File: src/rtl/bus_memory_responder.sv
// rtl/bus_memory_responder.sv - 2**AW x DW synchronous memory responder with programmable read latency
// Optional write protection of addresses below PROT_TOP: define MEM_WRPROT_EN.
module bus_memory_responder #(
    parameter int AW       = 5,
    parameter int DW       = 8,
    parameter int READ_LAT = 1,
    parameter int PROT_TOP = 8
) (
    input  logic          clk,
    input  logic          rst,
    input  logic [AW-1:0] addr,
    input  logic          rd,
    input  logic          wr,
    input  logic [DW-1:0] wdata,
    output logic [DW-1:0] rdata,
    output logic          rdata_vld,
    output logic          ready,
    output logic          busy,
    output logic          err
);

    typedef enum logic [1:0] {
        IDLE,
        RD_WAIT,
        RD_HOLD,
        WR_HOLD
    } state_t;

    state_t          state;
    state_t          state_n;
    logic [DW-1:0]   mem [0:(1<<AW)-1];
    logic [AW-1:0]   addr_q;
    logic [AW-1:0]   rd_sel;
    logic [2:0]      cnt;
    logic            mem_we;
    logic            rd_load;
    logic            cnt_load;
    logic            err_n;
    logic            prot_hit;

`ifdef MEM_WRPROT_EN
    assign prot_hit = (int'(addr) < PROT_TOP);
`else
    assign prot_hit = 1'b0;
`endif

    always_ff @(posedge clk) begin
        if (rst) begin
            state <= IDLE;
        end else begin
            state <= state_n;
        end
    end

    always_comb begin
        state_n  = state;
        mem_we   = 1'b0;
        rd_load  = 1'b0;
        rd_sel   = addr_q;
        cnt_load = 1'b0;
        err_n    = 1'b0;
        case (state)
            IDLE: begin
                if (rd && wr) begin
                    err_n = 1'b1;
                end else if (rd) begin
                    cnt_load = 1'b1;
                    if (READ_LAT == 0) begin
                        rd_load = 1'b1;
                        rd_sel  = addr;
                        state_n = RD_HOLD;
                    end else begin
                        state_n = RD_WAIT;
                    end
                end else if (wr) begin
                    // A protected write still occupies the bus; only the array update is suppressed.
                    mem_we  = !prot_hit;
                    err_n   = prot_hit;
                    state_n = WR_HOLD;
                end
            end
            RD_WAIT: begin
                if (!rd) begin
                    state_n = IDLE;
                end else if (cnt == 3'd1) begin
                    rd_load = 1'b1;
                    state_n = RD_HOLD;
                end
            end
            RD_HOLD: begin
                if (!rd) begin
                    state_n = IDLE;
                end
            end
            WR_HOLD: begin
                err_n = rd;
                if (!wr) begin
                    state_n = IDLE;
                end
            end
            default: state_n = IDLE;
        endcase
    end

    // The array has no reset; a write racing a reset edge is dropped.
    always_ff @(posedge clk) begin
        if (mem_we && !rst) begin
            mem[addr] <= wdata;
        end
    end

    always_ff @(posedge clk) begin
        if (rst) begin
            rdata     <= '0;
            rdata_vld <= 1'b0;
            err       <= 1'b0;
            cnt       <= 3'd0;
            addr_q    <= '0;
        end else begin
            err <= err_n;
            if (cnt_load) begin
                addr_q <= addr;
                cnt    <= 3'(READ_LAT);
            end else if (state == RD_WAIT && cnt != 3'd0) begin
                cnt <= cnt - 3'd1;
            end
            if (rd_load) begin
                rdata     <= mem[rd_sel];
                rdata_vld <= 1'b1;
            end else if (state_n != RD_HOLD) begin
                rdata_vld <= 1'b0;
            end
        end
    end

    assign ready = (state != RD_WAIT);
    assign busy  = (state != IDLE);

endmodule

File: config.mk
export PLATFORM = sky130hd
export DESIGN_NAME = bus_memory_responder
export DESIGN_NICKNAME = d
export VERILOG_FILES = /design/src/rtl/bus_memory_responder.sv
export SDC_FILE = /design/constraint.sdc
export NUM_CORES = 1
export LEC_CHECK = 0
export BUFFER_PORTS_ARGS = -buffer_cell sky130_fd_sc_hd__buf_2
export CAP_MARGIN = 15
export CORE_ASPECT_RATIO = 0.6
export CORE_UTILIZATION = 55
export CTS_BUF_LIST = sky130_fd_sc_hd__clkbuf_16
export DETAILED_ROUTE_END_ITERATION = 6
export MAX_ROUTING_LAYER = met4
export PLACE_DENSITY_LB_ADDON = 0.08
export SLEW_MARGIN = 20
export SYNTH_ARGS = -nofsm -noshare
export SYNTH_HDL_FRONTEND = slang
export SYNTH_SLANG_ARGS = --single-unit
export TNS_END_PERCENT = 1
File: constraint.sdc
create_clock -name clk -period 2.6 [get_ports clk]
set_input_delay 0.13 -clock clk [delete_from_list [all_inputs] [get_ports clk]]
set_output_delay 0.13 -clock clk [all_outputs]
set_load 0.02 [all_outputs]
# --- After elaboration in Yosys (flattened, before gate mapping) ---
# Memory sizes are Yosys's and may differ from the RTL's. A register that Yosys moved wholly into a read port is not among the register bits.
# Cells that the tools add are included.
totals:
  register_bits: 12
  mem_bits_rw: 256
  input_bits: 17
  out_inout_bits: 12
  wordCells: 50
  n_memories: 1
mem_list:
  columns: ["memory", "depth", "word_bits", "read_ports", "rd_ports_with_merged_regs", "write_ports", "line", "text"]
  rows:
  - ["mem", 32, 8, 1, 1, 1, "31", "logic [DW-1:0] mem [0:(1<<AW)-1];"]
classes:
  add_sub_neg: 1
  eq_ne: 6
  muxes: 26
  n_reduce_logical: 10
ops:
  columns: ["cell", "count"]
  rows:
  - ["1-bit two-way mux", 17]
  - ["2-bit two-way mux", 7]
  - ["2-bit case mux with 4 select lines", 1]
  - ["2-bit nonzero test", 3]
  - ["2-bit equality test, second input constant", 2]
  - ["3-bit by 1-bit equality test with 1-bit output, second input constant", 1]
  - ["1-bit logical AND", 3]
  - ["3-bit nonzero test", 1]
  - ["3-bit by 1-bit subtractor with 3-bit output, second input constant", 1]
  - ["2-bit by 1-bit equality test with 1-bit output, second input constant", 1]
  - ["2-bit zero test", 1]
  - ["2-bit by 1-bit inequality test with 1-bit output, second input constant", 1]
  - ["2-bit inequality test, second input constant", 1]
  - ["1-bit case mux with 2 select lines", 1]
  - ["2-bit OR reduction", 1]
  - ["1-bit zero test", 1]

# --- Logic depth before layout (Yosys ltp) ---
# Gate-level depths: netlist (run 1).
logic_depth:
  depth_word: 7
  ltp_mapped: 8
  ltp_nobuf: 7

# --- Least setup slack after synthesis (run 1) ---
# Ideal clock, no wire load.
synth_timing:
  path_type: "reg2reg"
  from: "register state[0]"
  to: "memory mem[0][0], enable pin"
  setup_ns: 0.370
  arrival_ns: 1.585
  t_required_ns: 2.230
  slack_ns: 0.644
  stages_incl_launch_ff: 8
  n_path_buf: 1
  period_less_slack_ns: 1.956
  cell_sequence: "dfxtp_1 inv_1 ha_1 nand2_1 nor4_1 nand2b_1 clkbuf_1 nor2_1"
synth_via:
  elab_chain_cells: 5
synth_lines:
  columns: ["item", "line", "text"]
  rows:
  - ["from (decl)", "29", "state_t state;"]
  - ["from (signal assigned)", "51", "state <= state_n;"]
  - ["2-bit zero test", "62", "case (state)"]
  - ["1-bit two-way mux", "62", null]
  - ["1-bit logical AND", "107", "if (mem_we && !rst) begin"]
  - ["1-bit two-way mux", "107", null]
  - ["1-bit two-way mux (implied by the code)", "108", "mem[addr] <= wdata;"]
  - ["to (decl)", "31", null]
# No other way between the ends.

# --- Final worst setup path (run 1) ---
layout_timing:
  from: "register state[0]"
  to: "register addr_q[1]"
layout_via:
  elab_chain_cells: 2
layout_lines:
  columns: ["item", "line", "text"]
  rows:
  - ["2-bit zero test", "62", null]
  - ["1-bit two-way mux", "62", null]
  - ["to (signal assigned)", "122", "addr_q <= addr;"]
  - ["to (decl)", "32", "logic [AW-1:0] addr_q;"]
# No other way between the ends.
# A chain may end at the register's enable or synchronous reset.

==> results of run 1 <==
-- sequential cells by signal, indices dropped and copies added, names as in the netlist --
register and count:
addr_q 5, cnt 3, err 1, mem 256, rdata 8, rdata_vld 1, state 2
-- critical path: cells and delay by family (launching register included) --
family	cells	cell delay, ps
adder cells (fa/ha/maj)	1	240
buffers and inverters	3	800
flip-flops	1	360
multiplexers	1	270
AND/OR/NAND/NOR	2	660
-- repair_timing --
item	CTS	global route
gates resized for setup	0	0
hold buffers	5	0
endpoints found under the hold margin	8	0
-- power by group through the flow --
stage / Combinational, uW / Sequential (uW) / Clock, uW
global route: 570 / 4890 / 3760
finish: 531 / 4890 / 3540
CTS: 529 / 4890 / 3590
global placement: 506 / 4990 / 0
floorplan: 325 / 4980 / 0
detailed placement: 522 / 4990 / 0
-- metal layers --
metal / global-route usage [%] / vias to the layer above
met3: 4.91 / 37
li1: - / 2767
met1: 37.5 / 3065
met2: 37.0 / 228
met5: - / -
met4: 4.83 / 0
-- final cells by class --
cell class              instances  area [um2]  area share, %
inverters                       9        33.8          0.271
multi-input cells             347        2650           21.2
well taps                     266         333           2.67
clock inverters                19         158           1.26
flip-flops and latches        276        8090           64.9
repair buffers                 79         586           4.69
clock buffers                  25         626           5.02
-- cells in the final DEF (no fill, tap or decap), types with 3 or more instances in the layout --
cell	n
sky130_fd_sc_hd__edfxtp_1	256
sky130_fd_sc_hd__mux2i_1	133
sky130_fd_sc_hd__a22oi_1	64
sky130_fd_sc_hd__a21oi_1	44
sky130_fd_sc_hd__nor2_1	42
sky130_fd_sc_hd__buf_4	42
sky130_fd_sc_hd__buf_2	28
sky130_fd_sc_hd__clkbuf_16	25
sky130_fd_sc_hd__dfxtp_1	19
sky130_fd_sc_hd__inv_1	16
sky130_fd_sc_hd__o21ai_0	11
sky130_fd_sc_hd__or4_1	8
sky130_fd_sc_hd__nand2_1	7
sky130_fd_sc_hd__ha_1	7
sky130_fd_sc_hd__clkinv_1	5
sky130_fd_sc_hd__dlygate4sd3_1	5
sky130_fd_sc_hd__nand3b_1	4
sky130_fd_sc_hd__nand2b_1	4
sky130_fd_sc_hd__buf_12	4
sky130_fd_sc_hd__bufinv_16	3
sky130_fd_sc_hd__clkinv_2	3
-- through the flow --
| stage | instance area (um2) | worst slack, ps |
|---|---|---|
| 3_5_place_dp | 11600 | 284 |
| 4_1_cts | 12500 | 200 |
| 3_3_place_gp | 11600 | 312 |
| 5_1_grt | 12500 | 61.1 |
| 2_1_floorplan | 11000 | 644 |
| 6_report | 12500 | 159 |
-- worst paths after layout --
| kind | cells past startpoint | to | from |
|---|---|---|---|
| worst max-delay path | 7 | addr_q[1] | state[0] |
| worst min-delay path | 3 | err | wr |
| worst max register to register | 7 | addr_q[1] | state[0] |
| worst min register to register | 1 | rdata_vld | rdata_vld |
-- logic make-up (layout without fill, tap and decap cells) --
group	Yosys count	after routing	share of synthesized area [%]
simple gates	80	80	3.58
buf+inv	49	132	2.50
xor+xnor	1	1	0.0796
flops	276	276	73.5
fa+ha+maj	8	8	0.887
mux	133	133	12.1
compound gates	125	125	7.34
==> results.txt, run 1 <==
Placement Rows: 39
Count of H-tree levels built during CTS: 1
Number of global-route vias before repair: 5949
Initial core utilization: 56.9%
Max_slew headroom: 43.8%
Drc violations: 0
Number of antenna violations at the first check in global routing: 1
Worst min path class: primary input to flop
Layout cells sized above 1: 15.1%
Core Region: 0.0193 mm2
Global routing usage summed across all routing layers: 25.4%
Port Buffer Count: 28
Clock tree from TritonCTS: built
Number of warnings reported in the yosys synthesis log: 0
Die height: 112 um
Status: completed
Combinational share of power: 5.9%
Vias: 6097
Power density normalized to cell area: 719 mW/mm2
Num Clock Sinks: 276
Global placer's final weighted congestion: 0.841
Maximum clock insertion buffer count: 3
Static leakage: 0.00396 uW
Net count after synthesis: 696
Pin count of the biggest net entering global routing: 36
Initial DRC Count: 698
Leading cell types by count after synthesis: sky130_fd_sc_hd__edfxtp_1, sky130_fd_sc_hd__mux2i_1, sky130_fd_sc_hd__a22oi_1, sky130_fd_sc_hd__a21oi_1, sky130_fd_sc_hd__nor2_1
Critical path capture point type: flop
Number of ports placed on the die boundary: 29
Switching power total: 1870 uW
Fillcell total: 1393
Most common cell in the synthesized netlist: sky130_fd_sc_hd__edfxtp_1
Share of Yosys cell area claimed by the top area cell type: 69.9%
Worst-case vdd ir drop: 0.000484 V
Post-Syn Area: 0.0110 mm2
Post-synth top area cell: sky130_fd_sc_hd__edfxtp_1
Clk Tree Root Cell: sky130_fd_sc_hd__clkbuf_16
Worst Path Required: 3000 ps
Max-slew violation total from the final report: 0
Part of the power in the clock network: 39.5%
Cells after synthesis: 672
Routed vias/inst: 5.97
Post-CTS Repair Setup Buffers: 0
Wire length of the first global-routing pass: 36700 um
Largest stage delay on the critical path: 600 ps
Pwr Total: 8960 uW
Final setup violation count: 0
CP cell instances: inv_1 > ha_1 > inv_1 > nor3_2 > mux2i_1 > nor2_1 > dlygate4sd3_1
Number of maximum-capacitance constraint violations: 0
Residual antenna-violating net count after detailed routing: 0
Global route overflow: 0
Fmax: 410 MHz
Nature of the critical path startpoint: flop
Post-synth ARST share: 0%
Most frequently used flop master after synthesis: sky130_fd_sc_hd__edfxtp_1
Distinct cell type count after synthesis: 36
Cell Count Post-Placement: 972
Worst reg-to-reg setup slack: 160 ps
Non-Filler Instances: 1021
Detailed Place HPWL: 15700 um
Tcrit/Tclk final: 93.9%
Nets: 762
Routed length on met1: 11000 um
Num CTS Buffers: 25
Area Growth Syn to Fin: 13.4%
Worst path slowest cell: sky130_fd_sc_hd__nor3_2
Share of power burned in registers: 54.6%
Uppermost signal routing layer after detailed routing: met4
Sequential cell area fraction in the yosys report: 73.5%
Pint: 7090 uW
Hold Worst Slack: 14.4 ps
Met3 wire len: 1890 um
Post-synthesis register bit count: 276
Core Util, Final: 64.5%
Die Area: 0.0206 mm2
Number of synthesized flops with an enable pin: 256
Width of the die: 185 um
Critical path arrival: 2840 ps
Mean cell area of the mapped netlist: 16.4 um2
DR pass1 iterations: 5
Clock slew seen by the registers of the worst setup and hold paths: 60 ps
Hold Violations, Final: 0
Antenna diode count: 0
Detailed-routed wire length on met2: 11100 um
Fraction of power spent switching nets: 20.9%
Setup tns final: 0 ps
Worst-path fanout max: 8
Routed length per instance: 23.9 um
Most used cell along the critical path: sky130_fd_sc_hd__inv_1
Total Wirelength: 24400 um
Setup CP Type: flop to flop
Unrepaired setup endpoints after global routing: no
Post-Route Skew: 10.7 ps
Least-Margin Pin Slew: 839 ps
Ranking of synthesized cells by area: sky130_fd_sc_hd__edfxtp_1, sky130_fd_sc_hd__mux2i_1, sky130_fd_sc_hd__a22oi_1
Clock latency at the later pin of the worst-skew pair: 520 ps
Min Tclk post-route: 2440 ps
No activity file was read; power rests on OpenSTA's default activity.
==> run 2, diff against run 1 <==
==> constraint.sdc (replaced) <==
create_clock -name clk -period 2.5 [get_ports clk]
set_input_delay 0.125 -clock clk [delete_from_list [all_inputs] [get_ports clk]]
set_output_delay 0.125 -clock clk [all_outputs]
set_load 0.005 [all_outputs]
==> results.txt, run 2 (same netlist as run 1, synthesis figures left out) <==
Global placer's final weighted congestion: 0.833 (was 0.841)
Number of antenna violations at the first check in global routing: 0 (was 1)
Wire length of the first global-routing pass: 37500 um (was 36700 um)
Die height: 112 um (unchanged)
Max_slew headroom: 49.3% (was 43.8%)
Drc violations: 0 (unchanged)
Placed Area: 0.0117 mm2 (was 0.0116 mm2)
Final setup violation count: 0 (unchanged)
Fillcell total: 1401 (was 1393)
Antenna diode count: 0 (unchanged)
Least-Margin Pin Slew: 757 ps (was 839 ps)
Port Buffer Count: 28 (unchanged)
Area Growth Syn to Fin: 13.3% (was 13.4%)
Num CTS Buffers: 25 (unchanged)
Clock latency at the later pin of the worst-skew pair: 530 ps (was 520 ps)
Post-Route Skew: 13.2 ps (was 10.7 ps)
Clock slew seen by the registers of the worst setup and hold paths: 60 ps (about the same)
DR pass1 iterations: 5 (unchanged)
Power density normalized to cell area: 723 mW/mm2 (was 719 mW/mm2)
Most frequent cells in the layout: sky130_fd_sc_hd__edfxtp_1, sky130_fd_sc_hd__mux2i_1, sky130_fd_sc_hd__a22oi_1, sky130_fd_sc_hd__buf_4, sky130_fd_sc_hd__a21oi_1 (was sky130_fd_sc_hd__edfxtp_1, sky130_fd_sc_hd__mux2i_1, sky130_fd_sc_hd__a22oi_1, sky130_fd_sc_hd__a21oi_1)
Tcrit/Tclk final: 92.6% (was 93.9%)
Num Clock Sinks: 276 (unchanged)
Pin count of the biggest net entering global routing: 65 (was 36)
Number of global-route vias before repair: 6057 (was 5949)
Number of ports placed on the die boundary: 29 (unchanged)
Count of H-tree levels built during CTS: 1 (unchanged)
Width of the die: 185 um (unchanged)
Area occupied by multi-input gates: 0.00265 mm2 (about the same)
Nature of the critical path startpoint: flop (unchanged)
Routed length per instance: 24.2 um (was 23.9 um)
Worst-case vdd ir drop: 0.000503 V (was 0.000484 V)
Cell Count Post-Placement: 981 (was 972)
Global routing usage summed across all routing layers: 25.9% (was 25.4%)
Register bank with the most flops: mem (unchanged)
Hold Violations, Final: 0 (unchanged)
Clk Tree Root Cell: sky130_fd_sc_hd__clkbuf_16 (unchanged)
Worst-path fanout max: 8 (unchanged)
Setup CP Type: flop to flop (unchanged)
Core Region: 0.0193 mm2 (unchanged)
Max FFs per register: 256 (unchanged)
Worst reg-to-reg setup slack: 180 ps (was 160 ps)
Status: completed (unchanged)
Number of maximum-capacitance constraint violations: 0 (unchanged)
Clock tree from TritonCTS: built (unchanged)
Registers with the most flip-flops: mem x256, rdata x8, addr_q x5 (unchanged)
Critical path arrival: 2720 ps (was 2840 ps)
Most common cell after layout, fill and taps aside: sky130_fd_sc_hd__edfxtp_1 (unchanged)
Critical path capture point type: flop (unchanged)
Initial DRC Count: 731 (was 698)
Fmax: 432 MHz (was 410 MHz)
Static leakage: 0.00396 uW (about the same)
Global route overflow: 0 (unchanged)
Detailed Place HPWL: 15700 um (about the same)
Layout cells sized above 1: 15.9% (was 15.1%)
Max-slew violation total from the final report: 0 (unchanged)
Non-Filler Instances: 1029 (was 1021)
Min Tclk post-route: 2320 ps (was 2440 ps)
Register area: 0.00809 mm2 (unchanged)
Post-layout instance area: 0.0125 mm2 (about the same)
Placement Rows: 39 (unchanged)
Routed vias/inst: 5.99 (was 5.97)
Worst Path Required: 2900 ps (was 3000 ps)
Worst min path class: primary input to flop (unchanged)
Initial core utilization: 56.9% (unchanged)
Die Area: 0.0206 mm2 (unchanged)
Vias: 6160 (was 6097)
Nets: 773 (was 762)
Setup tns final: 0 ps (unchanged)
Maximum clock insertion buffer count: 3 (unchanged)
Total Wirelength: 24900 um (was 24400 um)
Post-CTS Repair Setup Buffers: 0 (unchanged)
Hold Worst Slack: 19.6 ps (was 14.4 ps)
Residual antenna-violating net count after detailed routing: 0 (unchanged)
Unrepaired setup endpoints after global routing: no (unchanged)
==> run 2: report_power, final <==
part	switching, uW	leakage, uW	internal, uW	total (uW)
logic	366	0.00114	204	570
registers	18.6	0.00246	5060	5080
clock network	1570	0.000357	1800	3370
total	1950	0.00396	7070	9020
==> run 2: path summary, 6_finish.rpt <==
kind	from	end	cells past startpoint
min reg2reg	rdata_vld	rdata_vld	1
max reg2reg	state[1]	addr_q[1]	7
max	state[1]	addr_q[1]	7
min	addr[4]	addr_q[4]	3
==> run 2: layout make-up <==
class                           count  area share (%)
Clock inverter                     16           0.582
Inverter                            9           0.271
Tap cell                          266            2.67
Timing Repair Buffer               90            5.30
Multi-Input combinational cell    347            21.3
Clock buffer                       25            5.02
Sequential cell                   276            64.9
==> run 2: metrics by stage <==
stage	total power (uW)	utilization [%]	setup slack, ps
finish	9020	64.5	185
global route	9280	64.5	14.0
CTS	9050	64.5	128
detailed placement	5730	60.5	300
global placement	5710	60.5	350
floorplan	5510	-	544
==> run 2: worst max-delay path, stage by stage, from the launching register on <==
cell                            delay, ps
sky130_fd_sc_hd__dfxtp_1              360
sky130_fd_sc_hd__inv_1                140
sky130_fd_sc_hd__ha_1                 270
sky130_fd_sc_hd__inv_1                170
sky130_fd_sc_hd__nor3_4               400
sky130_fd_sc_hd__mux2i_1              240
sky130_fd_sc_hd__nor2_1                60
sky130_fd_sc_hd__dlygate4sd3_1        560
==> run 2: per-layer routing <==
| metal | GRT usage [%] | wire [um] | up-vias |
|---|---|---|---|
| met4 | 5.56 | 511 | 0 |
| li1 | - | - | 2787 |
| met2 | 38.1 | 11200 | 217 |
| met5 | - | 0 | - |
| met3 | 3.37 | 1630 | 40 |
| met1 | 38.7 | 11500 | 3116 |
==> run 2: timing repair <==
action / CTS / global route
gates resized for setup: 0 / 1
setup endpoints to repair: 0 / 1
hold buffers: 7 / 0
endpoints found under the hold margin: 10 / 0
